`src/rtl/wb_bridge_pkg.sv`:
```
// Shared definitions for the Wishbone bridge responder: defaults, state encoding.
package wb_bridge_pkg;

    localparam int unsigned DEF_AW      = 32;
    localparam int unsigned DEF_DW      = 32;
    localparam int unsigned DEF_TIMEOUT = 255;
    localparam int unsigned TMO_W       = 8;

    typedef enum logic [1:0] {
        ST_IDLE = 2'd0,
        ST_BUS  = 2'd1,
        ST_DONE = 2'd2
    } state_e;

endpackage

```
`src/rtl/wb_bridge_responder_if.sv`:
```
// Request/response handshake fields plus the Wishbone classic master bus.
interface wb_bridge_responder_if
    import wb_bridge_pkg::*;
#(
    parameter int unsigned AW = DEF_AW,
    parameter int unsigned DW = DEF_DW
) ();

    logic            stb_sync_i;
    logic            ack_o;
    logic [AW-1:0]   xadr_i;
    logic [DW-1:0]   xdat_i;
    logic [DW/8-1:0] xsel_i;
    logic            xwe_i;
    logic [DW-1:0]   xdat_o;
    logic            xerr_o;

    logic            wb_cyc_o;
    logic            wb_stb_o;
    logic            wb_we_o;
    logic [AW-1:0]   wb_adr_o;
    logic [DW/8-1:0] wb_sel_o;
    logic [DW-1:0]   wb_dat_o;
    logic [DW-1:0]   wb_dat_i;
    logic            wb_ack_i;
    logic            wb_err_i;

    // Bridge side: consumes the request, drives the response and the bus.
    modport slave (
        input  stb_sync_i, xadr_i, xdat_i, xsel_i, xwe_i,
        input  wb_dat_i, wb_ack_i, wb_err_i,
        output ack_o, xdat_o, xerr_o,
        output wb_cyc_o, wb_stb_o, wb_we_o, wb_adr_o, wb_sel_o, wb_dat_o
    );

    modport master (
        output stb_sync_i, xadr_i, xdat_i, xsel_i, xwe_i,
        output wb_dat_i, wb_ack_i, wb_err_i,
        input  ack_o, xdat_o, xerr_o,
        input  wb_cyc_o, wb_stb_o, wb_we_o, wb_adr_o, wb_sel_o, wb_dat_o
    );

endinterface

```
`src/rtl/wb_bridge_timeout.sv`:
```
// Bus-cycle watchdog: counts enabled cycles and flags when TIMEOUT is reached.
module wb_bridge_timeout
    import wb_bridge_pkg::*;
#(
    parameter int unsigned TIMEOUT = DEF_TIMEOUT
) (
    input  logic clk_s,
    input  logic reset_s_n,
    input  logic clr,
    input  logic en,
    output logic expired
);

    logic [TMO_W-1:0] count;

    always_ff @(posedge clk_s or negedge reset_s_n) begin
        if (!reset_s_n) begin
            count <= '0;
        end else if (clr) begin
            count <= '0;
        end else if (en && !expired) begin
            count <= count + TMO_W'(1);
        end
    end

    assign expired = (count == TMO_W'(TIMEOUT));

endmodule

```
`src/rtl/wb_bridge_responder.sv`:
```
// Four-phase request handshake in clk_s turned into one Wishbone classic cycle.
module wb_bridge_responder
    import wb_bridge_pkg::*;
#(
    parameter int unsigned AW      = DEF_AW,
    parameter int unsigned DW      = DEF_DW,
    parameter int unsigned TIMEOUT = DEF_TIMEOUT
) (
    input  logic                  clk_s,
    input  logic                  reset_s_n,
    wb_bridge_responder_if.slave  bus
);

    state_e          state, state_nxt;
    logic            ack_q, ack_nxt;
    logic [DW-1:0]   xdat_q, xdat_nxt;
    logic            xerr_q, xerr_nxt;
    logic            cyc_q, cyc_nxt;
    logic            we_q, we_nxt;
    logic [AW-1:0]   adr_q, adr_nxt;
    logic [DW/8-1:0] sel_q, sel_nxt;
    logic [DW-1:0]   dat_q, dat_nxt;

    logic tmo_clr, tmo_en, tmo_expired, term;

    // Slave ack wins over err, and either wins over the watchdog.
    assign term    = bus.wb_ack_i || bus.wb_err_i || tmo_expired;
    assign tmo_clr = (state == ST_IDLE) && bus.stb_sync_i;
    assign tmo_en  = (state == ST_BUS) && !term;

    wb_bridge_timeout #(.TIMEOUT(TIMEOUT)) u_timeout (
        .clk_s     (clk_s),
        .reset_s_n (reset_s_n),
        .clr       (tmo_clr),
        .en        (tmo_en),
        .expired   (tmo_expired)
    );

    always_comb begin
        state_nxt = state;
        ack_nxt   = ack_q;
        xdat_nxt  = xdat_q;
        xerr_nxt  = xerr_q;
        cyc_nxt   = cyc_q;
        we_nxt    = we_q;
        adr_nxt   = adr_q;
        sel_nxt   = sel_q;
        dat_nxt   = dat_q;
        case (state)
            ST_IDLE: begin
                if (bus.stb_sync_i) begin
                    state_nxt = ST_BUS;
                    cyc_nxt   = 1'b1;
                    we_nxt    = bus.xwe_i;
                    adr_nxt   = bus.xadr_i;
                    sel_nxt   = bus.xsel_i;
                    dat_nxt   = bus.xdat_i;
                end
            end
            ST_BUS: begin
                if (term) begin
                    state_nxt = ST_DONE;
                    cyc_nxt   = 1'b0;
                    ack_nxt   = 1'b1;
                    if (bus.wb_ack_i) begin
                        xerr_nxt = 1'b0;
                        if (!we_q) xdat_nxt = bus.wb_dat_i;
                    end else begin
                        xerr_nxt = 1'b1;
                        xdat_nxt = '0;
                    end
                end
            end
            ST_DONE: begin
                if (!bus.stb_sync_i) begin
                    state_nxt = ST_IDLE;
                    ack_nxt   = 1'b0;
                end
            end
            default: state_nxt = ST_IDLE;
        endcase
    end

    always_ff @(posedge clk_s or negedge reset_s_n) begin
        if (!reset_s_n) begin
            state  <= ST_IDLE;
            ack_q  <= 1'b0;
            xdat_q <= '0;
            xerr_q <= 1'b0;
            cyc_q  <= 1'b0;
            we_q   <= 1'b0;
            adr_q  <= '0;
            sel_q  <= '0;
            dat_q  <= '0;
        end else begin
            state  <= state_nxt;
            ack_q  <= ack_nxt;
            xdat_q <= xdat_nxt;
            xerr_q <= xerr_nxt;
            cyc_q  <= cyc_nxt;
            we_q   <= we_nxt;
            adr_q  <= adr_nxt;
            sel_q  <= sel_nxt;
            dat_q  <= dat_nxt;
        end
    end

    assign bus.ack_o    = ack_q;
    assign bus.xdat_o   = xdat_q;
    assign bus.xerr_o   = xerr_q;
    assign bus.wb_cyc_o = cyc_q;
    assign bus.wb_stb_o = cyc_q;
    assign bus.wb_we_o  = we_q;
    assign bus.wb_adr_o = adr_q;
    assign bus.wb_sel_o = sel_q;
    assign bus.wb_dat_o = dat_q;

endmodule
```
`src/flat_wrapper.sv`:
```
// flat-port wrapper written by rule: the top's interface ports become plain ports
module wb_bridge_responder_flat import wb_bridge_pkg::*;
#(
    parameter int unsigned AW      = DEF_AW,
    parameter int unsigned DW      = DEF_DW,
    parameter int unsigned TIMEOUT = DEF_TIMEOUT
)
  (clk_s, reset_s_n, bus_stb_sync_i, bus_xadr_i, bus_xdat_i, bus_xsel_i, bus_xwe_i, bus_wb_dat_i, bus_wb_ack_i, bus_wb_err_i, bus_ack_o, bus_xdat_o, bus_xerr_o, bus_wb_cyc_o, bus_wb_stb_o, bus_wb_we_o, bus_wb_adr_o, bus_wb_sel_o, bus_wb_dat_o);
  wb_bridge_responder_if #(.AW(AW), .DW(DW)) bus_i ();
  input  logic clk_s;
  input  logic reset_s_n;
  input wire logic [$bits(bus_i.stb_sync_i)-1:0] bus_stb_sync_i;
  input wire logic [$bits(bus_i.xadr_i)-1:0] bus_xadr_i;
  input wire logic [$bits(bus_i.xdat_i)-1:0] bus_xdat_i;
  input wire logic [$bits(bus_i.xsel_i)-1:0] bus_xsel_i;
  input wire logic [$bits(bus_i.xwe_i)-1:0] bus_xwe_i;
  input wire logic [$bits(bus_i.wb_dat_i)-1:0] bus_wb_dat_i;
  input wire logic [$bits(bus_i.wb_ack_i)-1:0] bus_wb_ack_i;
  input wire logic [$bits(bus_i.wb_err_i)-1:0] bus_wb_err_i;
  output wire logic [$bits(bus_i.ack_o)-1:0] bus_ack_o;
  output wire logic [$bits(bus_i.xdat_o)-1:0] bus_xdat_o;
  output wire logic [$bits(bus_i.xerr_o)-1:0] bus_xerr_o;
  output wire logic [$bits(bus_i.wb_cyc_o)-1:0] bus_wb_cyc_o;
  output wire logic [$bits(bus_i.wb_stb_o)-1:0] bus_wb_stb_o;
  output wire logic [$bits(bus_i.wb_we_o)-1:0] bus_wb_we_o;
  output wire logic [$bits(bus_i.wb_adr_o)-1:0] bus_wb_adr_o;
  output wire logic [$bits(bus_i.wb_sel_o)-1:0] bus_wb_sel_o;
  output wire logic [$bits(bus_i.wb_dat_o)-1:0] bus_wb_dat_o;
  assign bus_i.stb_sync_i = bus_stb_sync_i;
  assign bus_i.xadr_i = bus_xadr_i;
  assign bus_i.xdat_i = bus_xdat_i;
  assign bus_i.xsel_i = bus_xsel_i;
  assign bus_i.xwe_i = bus_xwe_i;
  assign bus_i.wb_dat_i = bus_wb_dat_i;
  assign bus_i.wb_ack_i = bus_wb_ack_i;
  assign bus_i.wb_err_i = bus_wb_err_i;
  assign bus_ack_o = bus_i.ack_o;
  assign bus_xdat_o = bus_i.xdat_o;
  assign bus_xerr_o = bus_i.xerr_o;
  assign bus_wb_cyc_o = bus_i.wb_cyc_o;
  assign bus_wb_stb_o = bus_i.wb_stb_o;
  assign bus_wb_we_o = bus_i.wb_we_o;
  assign bus_wb_adr_o = bus_i.wb_adr_o;
  assign bus_wb_sel_o = bus_i.wb_sel_o;
  assign bus_wb_dat_o = bus_i.wb_dat_o;
  wb_bridge_responder #(.AW(AW), .DW(DW), .TIMEOUT(TIMEOUT)) u_core (.clk_s(clk_s), .reset_s_n(reset_s_n), .bus(bus_i));
endmodule
```
`config.mk`:
```
export PLATFORM = sky130hd
export DESIGN_NAME = wb_bridge_responder_flat
export DESIGN_NICKNAME = d
export VERILOG_FILES = /design/src/rtl/wb_bridge_pkg.sv /design/src/rtl/wb_bridge_responder_if.sv /design/src/rtl/wb_bridge_timeout.sv /design/src/rtl/wb_bridge_responder.sv /design/src/flat_wrapper.sv
export SDC_FILE = /design/constraint.sdc
export NUM_CORES = 1
export LEC_CHECK = 0
export ABC_AREA = 1
export BUFFER_PORTS_ARGS = -buffer_cell sky130_fd_sc_hd__buf_2
export CORE_UTILIZATION = 40
export CTS_CLUSTER_SIZE = 20
export DETAILED_ROUTE_END_ITERATION = 10
export PLACE_DENSITY = 0.73
export SLEW_MARGIN = 40
export SYNTH_ARGS = -nofsm -noshare
export SYNTH_HDL_FRONTEND = slang
export SYNTH_SLANG_ARGS = --single-unit
export TNS_END_PERCENT = 30
```
`constraint.sdc`:
```
create_clock -name clk_s -period 1.9 [get_ports clk_s]
set_clock_uncertainty 0.2 [all_clocks]
set_input_delay 0.19 -clock clk_s [delete_from_list [all_inputs] [get_ports clk_s]]
set_output_delay 0.19 -clock clk_s [all_outputs]
set_load 0.1 [all_outputs]
```
# Word level (Yosys, flattened, before mapping)
# Cells that the tools add are included.
# totals
ff_bits	114
latch_bits	0
mem_bits_rw	0
mem_bits_ro	0
input_bits	106
output_inout_bits	105
elab_cells	50
memories	0
# classes
n_addsub	1
n_mul	0
n_div	0
n_lt_le_gt_ge	0
eq_ne	7
n_shift	0
mux	15
bitwise	0
reduce_logical	17
# ops
operator	n
$mux 32	2
$mux 8	2
$reduce_and 3->1	4
$add 8x1->8 const B	1
$eq 8x8->1 const B	1
$mux 2	3
$ne 2x2->1 const B	3
$pmux 2 s3	1
$reduce_bool 2->1	3
$mux 1	5
$pmux 1 s2	2
$reduce_and 2->1	2
$logic_and 1x1->1	3
$eq 2x1->1 const B	1
$eq 2x2->1 const B	1
$logic_not 1->1	2
$logic_not 2->1	1
$logic_or 1x1->1	2
$ne 2x1->1 const B	1

# Longest topological paths before layout
# Gate-level depths: netlist of the first run.
# depth
word_depth	7
ltp_mapped	9

# By module
# From an unflattened synthesis of the first run, not the netlist that was laid out.
# hier_totals
hier_cells	540
area_unflattened_um2	4678.2
# modules_own_cells
mod	n_inst	cells_each	area_per_inst_um2	seq_area_each_um2
wb_bridge_responder	1	470	4170.2	2652.5
wb_bridge_timeout	1	70	508.0	200.2

# Worst setup path after synthesis of the first run
# No wires, ideal clock.
# synth_path
path_kind	register -> register
startpoint	register u_core.we_q (netlist: u_core.bus.wb_we_o)
endpoint	register u_core.xdat_q[23] (netlist: u_core.bus.xdat_o[23])
setup_ns	0.074
t_arrival_ns	1.525
required_ns	1.626
setup_slack_ns	0.101
path_stages_with_launch	6
n_path_buf	1
cell_sequence	dfrtp_1 a21boi_2 nand2_4 buf_6 nand2_1 o21ai_2
# synth_via
elab_chain_len	2
# synth_lines
element	line	text
start, declared	wb_bridge_responder.sv:19	logic we_q, we_nxt;
start signal, assigned	wb_bridge_responder.sv:101	we_q <= we_nxt;
$ne 2x2->1 (no source line)	-	
$reduce_and 3->1 (no source line)	-	
end signal, assigned	wb_bridge_responder.sv:98	xdat_q <= xdat_nxt;
end, declared	wb_bridge_responder.sv:16	logic [DW-1:0] xdat_q, xdat_nxt;
# Every way passes these cells.
# A chain may end at the register's enable or synchronous reset.

# Final worst setup path of the first run
# layout_path
startpoint	register u_core.u_timeout.count[0]
endpoint	register u_core.xdat_q[3] (netlist: u_core.bus.xdat_o[3])
# layout_via
elab_chain_len	3
# layout_lines
element	line	text
start, declared	wb_bridge_timeout.sv:14	logic [TMO_W-1:0] count;
start signal, assigned	wb_bridge_timeout.sv:22	count <= count + TMO_W'(1);
$eq 8x8->1	wb_bridge_timeout.sv:26	assign expired = (count == TMO_W'(TIMEOUT));
$logic_or 1x1->1	wb_bridge_responder.sv:27	assign term = bus.wb_ack_i || bus.wb_err_i || tmo_expired;
$reduce_and 3->1 (no source line)	-	
# Every way passes these cells.

==> results of run 1 <==
sequential cells by signal, indices dropped and copies added (netlist names):
signal,flops
u_core.bus.wb_adr_o,32
u_core.bus.wb_dat_o,32
u_core.bus.xdat_o,32
u_core.u_timeout.count,8
u_core.bus.wb_sel_o,4
u_core.state,2
u_core.bus.ack_o,1
u_core.bus.wb_cyc_o,1
u_core.bus.wb_we_o,1
u_core.bus.xerr_o,1
layout make-up:
cell class                 instances  area (um2)
clock inverter                     6        80.1
tap                              143         179
clock buffer                      24         482
multi-input combinational        378        1680
fill                             853        3870
inverter                           6        22.5
timing repair buffer             333        2300
sequential                       114        2850
stage by stage:
step | hold slack (ns) | area, um2 | worst slack [ns] | cells
2_1_floorplan | -0.306 | 4720 | 0.101 | 525
3_3_place_gp | 0.0213 | 5930 | 0.241 | 863
3_5_place_dp | 0.0278 | 5930 | 0.189 | 863
4_1_cts | 0.0143 | 7600 | 0.177 | 1004
5_1_grt | 0.0324 | 7600 | 0.0936 | 1004
6_report | 0.0462 | 7600 | 0.154 | 1004
tightest hold or removal path: stages:
cell     delay (ns)
buf_2          0.10
nor2_2         0.06
nand2_4        0.07
nand2_4        0.06
nand2_1        0.07
o21ai_2        0.05
cells by family after synthesis:
group                      after synthesis
adders and majority gates                1
buffers and inverters                   33
xor gates and xnor gates                 3
and+or+nand+nor                        337
DFF                                    114
AOI/OAI and AO/OA                       37
per-layer routing:
metal | vias to the layer above | GRT usage (%) | part of all wire (%)
met5 | - | 0 | 0
met4 | 0 | 10.8 | 2.4
met3 | 30 | 6.86 | 6.9
met2 | 219 | 41.8 | 50
met1 | 2190 | 28.2 | 40
li1 | 2269 | - | -
worst min path at each step:
stage / from / endpoint / slack (ns) / cells after the start
after detailed placement: reset_s_n / u_core.bus.xdat_o[2] / 0.03 / 1
after CTS: bus_wb_err_i / u_core.bus.xdat_o[24] / 0.01 / 6
final: bus_wb_err_i / u_core.bus.xdat_o[24] / 0.05 / 6
after floorplan: reset_s_n / u_core.bus.ack_o / -0.31 / 0
after global placement: reset_s_n / u_core.bus.xdat_o[2] / 0.02 / 1
after global routing: bus_wb_err_i / u_core.bus.xdat_o[24] / 0.03 / 6
cell usage in the layout (no fill, tap or decap), drive strengths merged:
master       count
dlygate4sd3    111
xor2             3
buf            222
nor2            13
bufinv           2
inv              6
o21ai           34
clkinv           4
clkbuf          24
ha               1
nand3           15
o21bai           2
nand2          309
a21boi           1
dfrtp          114
==> results.tsv, run 1 <==
metric	value	unit
status	finished clean	
Cell Chain, Critical Path	ha_1 > nand3_2 > inv_2 > nand2_2 > nand2_4 > nand2_4 > buf_12 > nand2_1 > o21ai_2	
Nets	957	
worst min path class	in2reg	
mapped cell area	0.00472	mm2
post-synth top area share	60.5	%
synth-to-layout area growth	61.1	%
DR WL/cell	14.1	um
routability cong.	0.789	
final core utilization	66.3	%
xor/xnor share of the synthesized area	0.557	%
CTS clk-pin slew, worst paths	0.05	ns
Crit path top cell by count	nand2_4	
total die area	0.0122	mm2
Hold Violations, Final	0	
Final Max Tran Viols	0	
synth unique cells	21	
vias per inst	4.69	
clk sinks	114	
area leader, netlist	dfrtp_1	
Worst path slowest cell	dfrtp_1	
slew margin rel.	60.9	%
Worst Setup SP	u_core.u_timeout.count[0]	
post-route ant nets	0	
cells after synthesis	525	
detailed placement HPWL	8.31	mm
top_reg_cell synth	dfrtp_1	
post-synthesis adder-cell area fraction	0.265	%
largest family of logic cells by synthesized area	simple AND/OR/NAND/NOR gates	
Avg Cell Area, Syn	8.98	um2
final wirelength	14.1	mm
CP peak stage delay	0.41	ns
Tmin final	1.75	ns
Register-to-Register Path Depth	9	
# Post-CTS Setup Buffers	0	
maximum root-to-sink buffer count	2	
via count	4708	
pin count of the biggest net entering global routing	56	
initial cell density of the core	41.1	%
most common cell in the netlist	nand2_1	
fmax	573	MHz
flops & latches, synth	114	
Detailed Routing Iterations Pass 1	4	
Max Cap Viol	0	
root buffer cell	clkbuf_16	
top post-synthesis cells by area	dfrtp_1 (60%), nand2_1 (24%), o21ai_2 (5.9%)	
share of layout cells above drive strength 1	34.0	%
critical path peak fanout	40	
Critical Path RT	2.03	ns
simple-gate portion of the synthesized area	28.1	%
Remaining DRCs	0	
Crit Path Class	reg2reg	
chip width	111	um
number of diodes	0	
WP buf/inv	2	
number of global-route vias before repair	4936	
CP Depth	9	
crit path DAT	1.87	ns
Syn. warnings	0	
crit-path leading delay family	simple AND/OR/NAND/NOR gates	
CTS Buf Count	17	
RSZ-0062 raised after global routing	no	
complex-gate fraction of the synthesized area	6.71	%
Die Y	111	um
crit share post-route	91.9	%
GR Util All Layers	24.3	%
Skew-Pair Late Insertion Delay	0.40	ns
# setup viols final	0	
Max H-tree Level	4	
setup_tns	0	ns
GRT Residual Overflow	0	
Placeable Area	0.0115	mm2
Reg2Reg Setup Slack	0.15	ns
number of gates resized after CTS	0	
number of synthesized flops with an enable pin	0	
Port Buf Inserts	210	
actual slew at the worst max-slew pin	0.586	ns
antenna violations before repair	0	
Seq/Total Area, Yosys	60.5	%
mux cell area share after synthesis	0	%
FF-to-FF End	u_core.bus.xdat_o[3]	
CTS tree	built	
first-pass GRT wire length	23.6	mm
Initial DRC Count	355	
hold buffer count at CTS	111	
Ports	211	
Post-synth top cells	nand2_1 (304), dfrtp_1 (114), o21ai_2 (32)	
worst reg2reg path startpoint	u_core.u_timeout.count[0]	
ys async rst share	100	%
syn nets	632	
Startpoint Class	flip-flop	
Critical Path End	u_core.bus.xdat_o[3]	
floorplan row count	39	
Worst setup EP type	flip-flop	
Power of run 1 is not shown: default switching activity piles up to over one toggle a cycle in this logic, so the estimate is an artifact.
==> inputs of run 2 (changes only) <==
--- a/config.mk
+++ b/config.mk
@@ -7,10 +7,12 @@
 export LEC_CHECK = 0
 export ABC_AREA = 1
 export BUFFER_PORTS_ARGS = -buffer_cell sky130_fd_sc_hd__buf_2
-export CORE_UTILIZATION = 40
+export CELL_PAD_IN_SITES_DETAIL_PLACEMENT = 0
+export CELL_PAD_IN_SITES_GLOBAL_PLACEMENT = 1
+export CORE_UTILIZATION = 34
 export CTS_CLUSTER_SIZE = 20
 export DETAILED_ROUTE_END_ITERATION = 10
-export PLACE_DENSITY = 0.73
+export PLACE_DENSITY = 0.83
 export SLEW_MARGIN = 40
 export SYNTH_ARGS = -nofsm -noshare
 export SYNTH_HDL_FRONTEND = slang
==> run 2 against run 1 <==
  * Non-clock buffer count shrank 12
  * Fmax rose by 0.80%
  * Utilization down 9.7 points
  * Via count is 1.6% lower
  * Routed wire length down 6.5%
  * Clock-buffer cell count down 3
  * Critical path type unchanged
  * Critical endpoint is now u_core.bus.xdat_o[27]
  * Highest routed layer unchanged
==> results.tsv, run 2 (synthesis gave the netlist of run 1 again) <==
metric	value	unit	change
crit-path leading delay family	simple AND/OR/NAND/NOR gates		unchanged
commonest non-fill, non-tap cell in the layout	nand2_1		unchanged
Max H-tree Level	4		unchanged
setup_tns	0	ns	unchanged
Port Buf Inserts	210		unchanged
crit share post-route	91.2	%	was 91.9%
Initial DRC Count	189		was 355
CTS Buf Count	17		unchanged
number of diodes	0		unchanged
actual slew at the worst max-slew pin	0.599	ns	was 0.586 ns
most frequent cells in the layout	nand2_1 (304), buf_2 (209), dfrtp_1 (114)		unchanged
CTS tree	built		unchanged
fmax	577	MHz	was 573 MHz
vias per inst	4.51		was 4.69
clk sinks	114		unchanged
antenna violations before repair	0		unchanged
pin count of the biggest net entering global routing	115		was 56
DR WL/cell	12.9	um	was 14.1 um
final wirelength	13.2	mm	was 14.1 mm
Startpoint Class	flip-flop		unchanged
maximum root-to-sink buffer count	2		unchanged
Final Max Tran Viols	0		unchanged
Skew-Pair Late Insertion Delay	0.40	ns	about the same
Max Cap Viol	0		unchanged
root buffer cell	clkbuf_16		unchanged
initial cell density of the core	35.2	%	was 41.1%
# setup viols final	0		unchanged
Worst path slowest cell	dfrtp_1		unchanged
worst min path class	in2reg		unchanged
Remaining DRCs	0		unchanged
GRT Residual Overflow	0		unchanged
Worst setup EP type	flip-flop		unchanged
Cell Chain, Critical Path	ha_1 > nand3_2 > inv_2 > nand2_2 > nand2_4 > nand2_4 > buf_12 > nand2_1 > o21ai_2		unchanged
chip width	120	um	was 111 um
post-route ant nets	0		unchanged
hold buffer count at CTS	104		was 111
status	finished clean		unchanged
CTS clk-pin slew, worst paths	0.05	ns	about the same
storage element area	0.00285	mm2	unchanged
Layout fillers	1117		was 853
share of layout cells above drive strength 1	34.4	%	was 34.0%
RSZ-0062 raised after global routing	no		unchanged
Placeable Area	0.0134	mm2	was 0.0115 mm2
via count	4635		was 4708
Die Y	120	um	was 111 um
Hold Violations, Final	0		unchanged
detailed placement HPWL	7.91	mm	was 8.31 mm
footprint of the multi-input gates	0.00168	mm2	unchanged
Critical Path RT	2.03	ns	about the same
Crit path top cell by count	nand2_4		unchanged
Ports	211		unchanged
number of gates resized after CTS	0		unchanged
critical path peak fanout	37		was 40
Crit Path Class	reg2reg		unchanged
first-pass GRT wire length	21.7	mm	was 23.6 mm
WP buf/inv	2		unchanged
# Post-CTS Setup Buffers	0		unchanged
Detailed Routing Iterations Pass 1	4		unchanged
number of global-route vias before repair	4679		was 4936
GR Util All Layers	19.1	%	was 24.3%
synth-to-layout area growth	60.7	%	was 61.1%
crit path DAT	1.86	ns	was 1.87 ns
slew margin rel.	60.1	%	was 60.9%
routability cong.	0.776		was 0.789
Nets	945		was 957
total die area	0.0143	mm2	was 0.0122 mm2
CP peak stage delay	0.41	ns	about the same
Tmin final	1.73	ns	was 1.75 ns
floorplan row count	42		was 39
==> run 2: routing by layer <==
metal | vias up | track usage (%) | routed length [um]
met5 | - | 0 | 0
met4 | 0 | 10.6 | 476
met3 | 42 | 5.56 | 933
met2 | 204 | 30.9 | 6260
met1 | 2144 | 22.9 | 5540
li1 | 2245 | - | -
==> run 2: worst min-delay path, delay by kind of cell <==
family / cells / cell delay (ns)
buffers and inverters: 1 / 0.09
AND/OR/NAND/NOR: 4 / 0.34
==> run 2: final timing paths <==
kind                                            to                 startpoint  slack [ns]  depth (start not counted)
max                          u_core.bus.xdat_o[27]  u_core.u_timeout.count[0]        0.17                          9
min                               u_core.bus.ack_o               bus_wb_err_i        0.05                          5
max reg2reg                  u_core.bus.xdat_o[27]  u_core.u_timeout.count[0]        0.17                          9
min reg2reg                 u_core.bus.wb_adr_o[1]     u_core.bus.wb_adr_o[1]        0.27                          2
max in group asynchronous  u_core.bus.wb_adr_o[12]                  reset_s_n        0.83                          3
min in group asynchronous   u_core.bus.wb_sel_o[2]                  reset_s_n        0.22                          3
==> run 2: per-stage QoR <==
| stage | instances | utilization, % | area [um2] | hold slack [ns] | worst slack (ns) |
|---|---|---|---|---|---|
| floorplan | 525 | - | 4720 | -0.306 | 0.101 |
| CTS | 1027 | 56.6 | 7580 | 0.0412 | 0.169 |
| global placement | 891 | 44.4 | 5940 | 0.123 | 0.255 |
| detailed placement | 891 | 44.4 | 5940 | 0.131 | 0.190 |
| global route | 1027 | 56.6 | 7580 | 0.0773 | 0.0477 |
| finish | 1027 | 56.6 | 7580 | 0.0489 | 0.168 |
==> run 2: area by class of cell <==
cell class | instances | share of cell area (%)
clock buffer | 21 | 6.21
inverter | 6 | 0.297
timing repair buffer | 321 | 29.1
sequential | 114 | 37.6
multi-input combinational | 378 | 22.1
tap | 176 | 2.90
clock inverter | 11 | 1.67
Power of run 2 is left out for the same reason.
==> inputs of run 3 (changes only) <==
--- a/config.mk
+++ b/config.mk
@@ -6,13 +6,13 @@
 export NUM_CORES = 1
 export LEC_CHECK = 0
 export ABC_AREA = 1
-export BUFFER_PORTS_ARGS = -buffer_cell sky130_fd_sc_hd__buf_2
+export BUFFER_PORTS_ARGS = -buffer_cell sky130_fd_sc_hd__buf_4
 export CELL_PAD_IN_SITES_DETAIL_PLACEMENT = 0
 export CELL_PAD_IN_SITES_GLOBAL_PLACEMENT = 1
 export CORE_UTILIZATION = 34
 export CTS_CLUSTER_SIZE = 20
 export DETAILED_ROUTE_END_ITERATION = 10
-export PLACE_DENSITY = 0.83
+export PLACE_DENSITY_LB_ADDON = 0.1
 export SLEW_MARGIN = 40
 export SYNTH_ARGS = -nofsm -noshare
 export SYNTH_HDL_FRONTEND = slang
==> run 3 against run 2 <==
  * Critical path depth did not move
  * Via count fell by 2.2%
  * Sequential cell count unchanged
  * Sequential share of layout area down 2.5 points
  * First-iteration DRC count increased by 33%
  * Final cell count barely moved
==> results.tsv, run 3 (synthesis gave the netlist of run 1 again) <==
metric	value	unit	change
number of global-route vias before repair	4593		was 4679
floorplan row count	42		unchanged
RSZ-0062 raised after global routing	no		unchanged
Detailed Routing Iterations Pass 1	5		was 4
Non-Filler Instances	1028		was 1027
Skew-Pair Late Insertion Delay	0.41	ns	was 0.40 ns
commonest non-fill, non-tap cell in the layout	nand2_1		unchanged
maximum root-to-sink buffer count	2		unchanged
most frequent cells in the layout	nand2_1 (304), buf_4 (212), dfrtp_1 (114)		was nand2_1 (304), buf_2 (209), dfrtp_1 (114)
initial cell density of the core	35.2	%	unchanged
Max H-tree Level	4		unchanged
number of diodes	0		unchanged
via count	4531		was 4635
Port Buf Inserts	210		unchanged
Critical Path RT	2.03	ns	about the same
vias per inst	4.41		was 4.51
share of layout cells above drive strength 1	34.4	%	about the same
Initial DRC Count	252		was 189
DP Area	0.00651	mm2	was 0.00594 mm2
Nets	946		was 945
worst min path class	in2reg		unchanged
CTS clk-pin slew, worst paths	0.05	ns	about the same
CTS tree	built		unchanged
total die area	0.0143	mm2	unchanged
Hold Violations, Final	0		unchanged
status	finished clean		unchanged
Remaining DRCs	0		unchanged
Layout fillers	1114		was 1117
Startpoint Class	flip-flop		unchanged
Crit Path Class	reg2reg		unchanged
DR WL/cell	13.1	um	was 12.9 um
Ports	211		unchanged
routability cong.	0.688		was 0.776
antenna violations before repair	0		unchanged
synth-to-layout area growth	72.1	%	was 60.7%
Max Cap Viol	0		unchanged
Tmin final	1.70	ns	was 1.73 ns
crit path DAT	1.83	ns	was 1.86 ns
GR Util All Layers	19.7	%	was 19.1%
# setup viols final	0		unchanged
first-pass GRT wire length	22.0	mm	was 21.7 mm
number of placed cells counting well taps	893		was 891
root buffer cell	clkbuf_16		unchanged
clk sinks	114		unchanged
setup_tns	0	ns	unchanged
pin count of the biggest net entering global routing	82		was 115
critical path peak fanout	36		was 37
chip width	120	um	unchanged
# Post-CTS Setup Buffers	0		unchanged
Placeable Area	0.0134	mm2	unchanged
post-route ant nets	0		unchanged
final wirelength	13.5	mm	was 13.2 mm
slew margin rel.	74.6	%	was 60.1%
post-layout instance area	0.00812	mm2	was 0.00758 mm2
crit share post-route	89.5	%	was 91.2%
detailed placement HPWL	8.56	mm	was 7.91 mm
Final Max Tran Viols	0		unchanged
Worst setup EP type	flip-flop		unchanged
Die Y	120	um	unchanged
final core utilization	60.6	%	was 56.6%
GRT Residual Overflow	0		unchanged
CTS Buf Count	17		unchanged
actual slew at the worst max-slew pin	0.380	ns	was 0.599 ns
fmax	588	MHz	was 577 MHz
-- run 3: cell types whose count changed in the layout (fill, tap and decap cells not counted), moves of 2 or more --
| cell | delta |
|---|---|
| buf_12 | +2 |
| buf_2 | -209 |
| buf_4 | +209 |
| clkbuf_1 | +2 |
| inv_6 | -3 |
-- run 3: worst max-delay path: stages, from the launching register on --
cell and delay [ns]:
dfrtp_1 0.41, ha_1 0.24, nand3_2 0.12, inv_2 0.04, nand2_2 0.08, nand2_4 0.06
nand2_4 0.09, buf_12 0.21, nand2_1 0.09, o21ai_2 0.06
-- run 3: area by class of cell --
class | count | area, um2 | area share [%]
multi-input combinational | 378 | 1680 | 20.7
sequential | 114 | 2850 | 35.1
inverter | 6 | 22.5 | 0.277
timing repair buffer | 322 | 2760 | 34.0
clock inverter | 9 | 105 | 1.29
clock buffer | 23 | 478 | 5.89
tap | 176 | 220 | 2.71
-- run 3: worst paths after layout --
check | from | to | slack, ns | cells after the start
worst max register to register | u_core.u_timeout.count[0] | u_core.bus.xdat_o[0] | 0.20 | 9
worst max-delay path | u_core.u_timeout.count[0] | u_core.bus.xdat_o[0] | 0.20 | 9
worst min-delay path | bus_wb_err_i | u_core.bus.ack_o | 0.02 | 5
worst min register to register | u_core.bus.wb_dat_o[29] | u_core.bus.wb_dat_o[29] | 0.27 | 2
max in group asynchronous | reset_s_n | u_core.bus.wb_adr_o[4] | 0.91 | 3
min in group asynchronous | reset_s_n | u_core.bus.xdat_o[14] | 0.03 | 2
-- run 3: per-stage QoR --
stage                     hold slack (ns)  setup slack, ns
after floorplan                    -0.306            0.101
after global placement            -0.0883            0.247
after detailed placement          -0.0856            0.207
after CTS                          0.0194            0.192
after global routing               0.0318           0.0618
final                              0.0212            0.200
-- run 3: what timing repair did --
| item | in CTS | in global routing |
|---|---|---|
| hold endpoints to repair | 217 | 0 |
| hold buffers | 103 | 0 |
| gates resized for setup | 0 | 0 |
-- run 3: layer usage --
metal / GRT usage (%) / up-vias / share of wire (%)
met5: 0 / - / 0
met4: 8.59 / 0 / 2.6
met3: 5.85 / 24 / 5.8
met2: 31.3 / 177 / 47
met1: 24.9 / 2082 / 44
li1: - / 2248 / -
Power of run 3 is left out for the same reason.
